### config.mk
export PLATFORM = sky130hd
export DESIGN_NAME = id_inst_queue
export DESIGN_NICKNAME = d
export VERILOG_FILES = /design/src/rtl/id_pkg.sv /design/src/rtl/id_queue_ram.sv /design/src/rtl/id_inst_queue.sv
export SDC_FILE = /design/constraint.sdc
export NUM_CORES = 1
export LEC_CHECK = 0
export ABC_AREA = 0
export BUFFER_PORTS_ARGS = -buffer_cell sky130_fd_sc_hd__buf_4
export CORE_ASPECT_RATIO = 1.2
export CORE_MARGIN = 5
export CORE_UTILIZATION = 40
export DETAILED_ROUTE_END_ITERATION = 10
export PLACE_DENSITY = 0.69
export SLEW_MARGIN = 10
export SYNTH_ARGS = -nofsm -noshare
export SYNTH_HDL_FRONTEND = slang
export SYNTH_SLANG_ARGS = --single-unit
### constraint.sdc
create_clock -name clk -period 7.72 [get_ports clk]
set_input_delay 0.386 -clock clk [delete_from_list [all_inputs] [get_ports clk]]
set_output_delay 0.386 -clock clk [all_outputs]
set_load 0.1 [all_outputs]
### src/rtl/id_pkg.sv
// Shared definitions for the ID-stage instruction queue: entry layout,
// NOP encoding and width helpers.
package id_pkg;

    localparam logic [31:0] NOP_INST   = 32'h0000_0000;
    localparam int          INST_W_DEF = 32;
    localparam int          PC_W_DEF   = 32;

    // Entry layout, MSB first: {exc, pc, inst}
    typedef struct packed {
        logic                  exc;
        logic [PC_W_DEF-1:0]   pc;
        logic [INST_W_DEF-1:0] inst;
    } id_entry_t;

    function automatic int ptr_width(input int depth);
        return (depth > 1) ? $clog2(depth) : 1;
    endfunction

    function automatic int entry_width(input int inst_w, input int pc_w);
        return inst_w + pc_w + 1;
    endfunction

endpackage

### src/rtl/id_queue_ram.sv
// Queue storage: DEPTH x W register array, one synchronous write port and
// an asynchronous read port that serves the queue head.
module id_queue_ram #(
    parameter int DEPTH = 4,
    parameter int W     = 65,
    parameter int PTR_W = 2
) (
    input  logic             clk,
    input  logic             we,
    input  logic [PTR_W-1:0] waddr,
    input  logic [W-1:0]     wdata,
    input  logic [PTR_W-1:0] raddr,
    output logic [W-1:0]     rdata
);

    logic [W-1:0] mem [DEPTH];

    always_ff @(posedge clk) begin
        if (we) begin
            mem[waddr] <= wdata;
        end
    end

    assign rdata = mem[raddr];

endmodule

### src/rtl/id_inst_queue.sv
// Fetch-to-decode instruction queue with delay-slot tracking, branch
// redirect (keeps the delay slot) and full exception flush.
module id_inst_queue
    import id_pkg::*;
#(
    parameter int DEPTH  = 4,
    parameter int INST_W = 32,
    parameter int PC_W   = 32,
    parameter int CNT_W  = $clog2(DEPTH + 1)
) (
    input  logic              clk,
    input  logic              rst,
    input  logic              flush,
    input  logic              redirect,
    input  logic              inValid,
    output logic              inReady,
    input  logic [INST_W-1:0] inInst,
    input  logic [PC_W-1:0]   inPC,
    input  logic              inExc,
    output logic              outValid,
    input  logic              outReady,
    output logic [INST_W-1:0] outInst,
    output logic [PC_W-1:0]   outPC,
    output logic              outExc,
    output logic              outBd,
    input  logic              popIsBranch,
    output logic [CNT_W-1:0]  count
);

    localparam int PTR_W = ptr_width(DEPTH);
    localparam int ENT_W = entry_width(INST_W, PC_W);

    logic [PTR_W-1:0] head, tail;
    logic [CNT_W-1:0] cnt;
    logic             bd_next;
    logic [PC_W-1:0]  last_pc;
    logic [ENT_W-1:0] wdata, rdata;
    logic             push, pop, keep_slot, we;

    assign inReady  = (cnt != CNT_W'(DEPTH));
    assign outValid = (cnt != '0);
    assign push     = inValid & inReady;
    assign pop      = outValid & outReady;

    // Redirect with younger entries present: only the delay slot survives,
    // so anything fetched this cycle is wrong-path.
    assign keep_slot = redirect & pop & (cnt >= CNT_W'(2));
    assign we        = push & ~flush & ~keep_slot;
    assign wdata     = {inExc, inPC, inInst};

    id_queue_ram #(
        .DEPTH (DEPTH),
        .W     (ENT_W),
        .PTR_W (PTR_W)
    ) u_ram (
        .clk   (clk),
        .we    (we),
        .waddr (tail),
        .wdata (wdata),
        .raddr (head),
        .rdata (rdata)
    );

    assign outInst = outValid ? rdata[INST_W-1:0] : INST_W'(NOP_INST);
    assign outPC   = outValid ? rdata[INST_W +: PC_W] : last_pc;
    assign outExc  = outValid & rdata[ENT_W-1];
    assign outBd   = outValid & bd_next;
    assign count   = cnt;

    always_ff @(posedge clk) begin
        if (rst) begin
            head    <= '0;
            tail    <= '0;
            cnt     <= '0;
            bd_next <= 1'b0;
            last_pc <= '0;
        end else begin
            last_pc <= outPC;
            if (flush) begin
                cnt     <= '0;
                head    <= tail;
                bd_next <= 1'b0;
            end else begin
                if (pop) begin
                    head    <= head + PTR_W'(1);
                    bd_next <= popIsBranch;
                end
                if (keep_slot) begin
                    tail <= head + PTR_W'(2);
                    cnt  <= CNT_W'(1);
                end else begin
                    if (we) begin
                        tail <= tail + PTR_W'(1);
                    end
                    case ({we, pop})
                        2'b10:   cnt <= cnt + CNT_W'(1);
                        2'b01:   cnt <= cnt - CNT_W'(1);
                        default: cnt <= cnt;
                    endcase
                end
            end
        end
    end

    redirect_needs_pop: assert property (
        @(posedge clk) disable iff (rst) (redirect && !flush) |-> pop
    );

endmodule

==> impl_metrics.tcl <==
set metrics [dict create \
    crit_required_ns 7.33 \
    portBuffers 142 \
    post-cts-setup-buffer-count 0 \
    fmax_mhz 279.0 \
    syn_nets 634 \
    ios 143 \
    setup-violations-final 0 \
    multiInputGateArea_um2 2763 \
    seq_area_frac_synth 0.7452 \
    grt.total_usage 0.1370 \
    ys.flop_type "edfxtp_1" \
    wl_per_cell_um 19.31 \
    area_growth_pct 23.58 \
    slew_headroom 0.2693 \
    grt_pass1_vias 6147 \
    fin_crit_sh 0.4643 \
    whs_ns 0.03528 \
    drv_slew 0 \
    layout.area.seq_um2 8656 \
    die_w_um 165.5 \
    synth_cell_type_count 38 \
    vdd_drop_max_uv 195.4 \
    vias 5649 \
    design_area_um2 14340 \
    layout_min_cycle_time_ns 3.584 \
    initial_core_util 0.4047 \
    p_leak_uw 0.004998 \
    syn_inst 555 \
    whs_path_depth 1 \
    dieHeight_um 196.6 \
    cp_data_arrival_time_ns 3.20 \
    cp_max_fo 40 \
    grt_first_pass_wirelength_um 34680 \
    viasPerCell 4.929 \
    yosysMostFrequentCell "edfxtp_1" \
    hpwlAfterDp_um 12040 \
    synth_edf_count 260 \
    final_nets 814 \
    cts_buffer_depth 3 \
    numCtsBuffers 31 \
    cts_tree "done" \
    htreeDepth 1 \
    hold_start "inInst[3]" \
    status "finished clean" \
    cp-end-kind "output port" \
    overflow 0 \
    synthTopCellsByArea "edfxtp_1 67%, mux4_2 13%, dfxtp_1 7.2%" \
    drt-initial-drc-count 356 \
    yosysTopAreaCellShare 0.6728 \
    insertion_delay_ns 0.56 \
    ys_ff_latch 302 \
    rrSetupSlack_ns 5.03 \
    yosysWarnings 0 \
    coreArea_um2 28670 \
    grt_setup_unrepaired "false" \
    finalHoldViolCount 0 \
    synth_largest_area_cell "edfxtp_1" \
    drtAntennaViolNets 0 \
    clkSinkCount 302 \
    fill_cells 2338 \
    powerDensity_nw_per_um2 259.2 \
    synth_common_cells "260 x edfxtp_1, 65 x mux4_2, 42 x dfxtp_1" \
    critical_path_class "reg -> out" \
    core.rowCount 68 \
    dpl-instance-area_um2 13010 \
    worstHoldPathType "in -> reg" \
    startpoint_type "flop" \
    clock_skew_ns 0.01179 \
    clk_transition_reported_paths_ns 0.06 \
    place.gp.congestion 0.6633 \
    dieArea_um2 32530 \
    synthesis.area_um2 11600 \
    antenna_found_initial 2 \
    worst_pin_slew_ns 1.096 \
    async_flop_share 0 \
    first_pass_iters 4 \
    grt_max_degree 68 \
    avgSynthCellArea_um2 20.91 \
    setup_tns_ns 0 \
    reg2regPathDepth 4 \
    cts_root_buf "clkbuf_16" \
    wl_um 22130 \
    drive_gt1_frac 0.3855 \
    drc 0 \
    max-cap-violations 0 \
]
==> cell families (layout without fill, tap and decap cells) <==
| logic type | after synthesis | after routing | synth area share |
|---|---|---|---|
| xor+xnor | 3 | 3 | 0.002265 |
| other cells | 0 | 1 | 0 |
| simple gates | 89 | 89 | 0.04593 |
| flops | 302 | 302 | 0.7452 |
| buf+inv | 38 | 243 | 0.01800 |
| fa+ha+maj | 7 | 7 | 0.008194 |
| mux | 98 | 98 | 0.1684 |
| compound gates | 18 | 18 | 0.01197 |
==> through the flow <==
stage / total power [uW] / utilization / instances / setup slack, ns
6_report: 3718 / 0.5002 / 1146 / 4.136
5_1_grt: 3861 / 0.5002 / 1146 / 3.840
4_1_cts: 3766 / 0.5001 / 1145 / 3.985
3_5_place_dp: 2299 / 0.4537 / 1054 / 4.602
3_3_place_gp: 2295 / 0.4537 / 1054 / 4.611
2_1_floorplan: 2188 / - / 555 / 3.789
==> routing by layer <==
metal | share of wire | wire [um] | GRT usage | vias up
li1 | - | - | - | 2562
met1 | 0.43 | 9467 | 0.1879 | 2904
met2 | 0.50 | 11080 | 0.2270 | 156
met3 | 0.055 | 1212 | 0.02698 | 25
met4 | 0.016 | 360 | 0.03392 | 2
met5 | 0.00032 | 7 | 0 | -
==> cells in the final DEF (no fill, tap or decap), types with 12 or more instances in the layout <==
master	n
mux4_2	65
and2_1	34
edfxtp_1	260
mux2_4	32
nor2b_1	33
clkbuf_1	12
clkbuf_16	32
dfxtp_1	40
buf_4	143
dlygate4sd3_1	33
==> power breakdown <==
part           leakage [uW]  switching (uW)  internal [uW]
Combinational       0.00180             275            154
Sequential          0.00270            25.6           1820
Clock              0.000492             591            854
==> sequential cells by signal, indices dropped and copies added, names as in the netlist, named ones only <==
| register | flops |
|---|---|
| u_ram.mem | 260 |
| head | 2 |
| count | 3 |
| bd_next | 1 |
| tail | 2 |
| last_pc | 32 |
==> area by class of cell <==
| cell class | instances | share of cell area |
|---|---|---|
| Timing Repair Buffer | 176 | 0.09789 |
| Antenna cell | 1 | 0.0001745 |
| Clock buffer | 50 | 0.06474 |
| Tap cell | 385 | 0.03359 |
| Multi-Input combinational cell | 215 | 0.1926 |
| Sequential cell | 302 | 0.6036 |
| Inverter | 9 | 0.002356 |
| Clock inverter | 8 | 0.005060 |
==> final timing paths <==
check                              end
max                           outPC[0]
min          u_ram.mem[1][3]$_DFFE_PP_
max reg2reg      last_pc[0]$_SDFF_PP0_
min reg2reg                       flop
==> timing repair <==
action,4_1_cts,5_1_grt
hold buffers,33,0
endpoints found under the hold margin,122,0
gates resized for setup,0,0
setup endpoints to repair,0,0
==> critical path, stage by stage, from the launching register on <==
cell and delay [ns]:
dfxtp_4 0.70, buf_4 0.74, mux4_2 0.60, mux2_4 0.28, buf_4 0.24
Power figures use the tool's default switching activity.
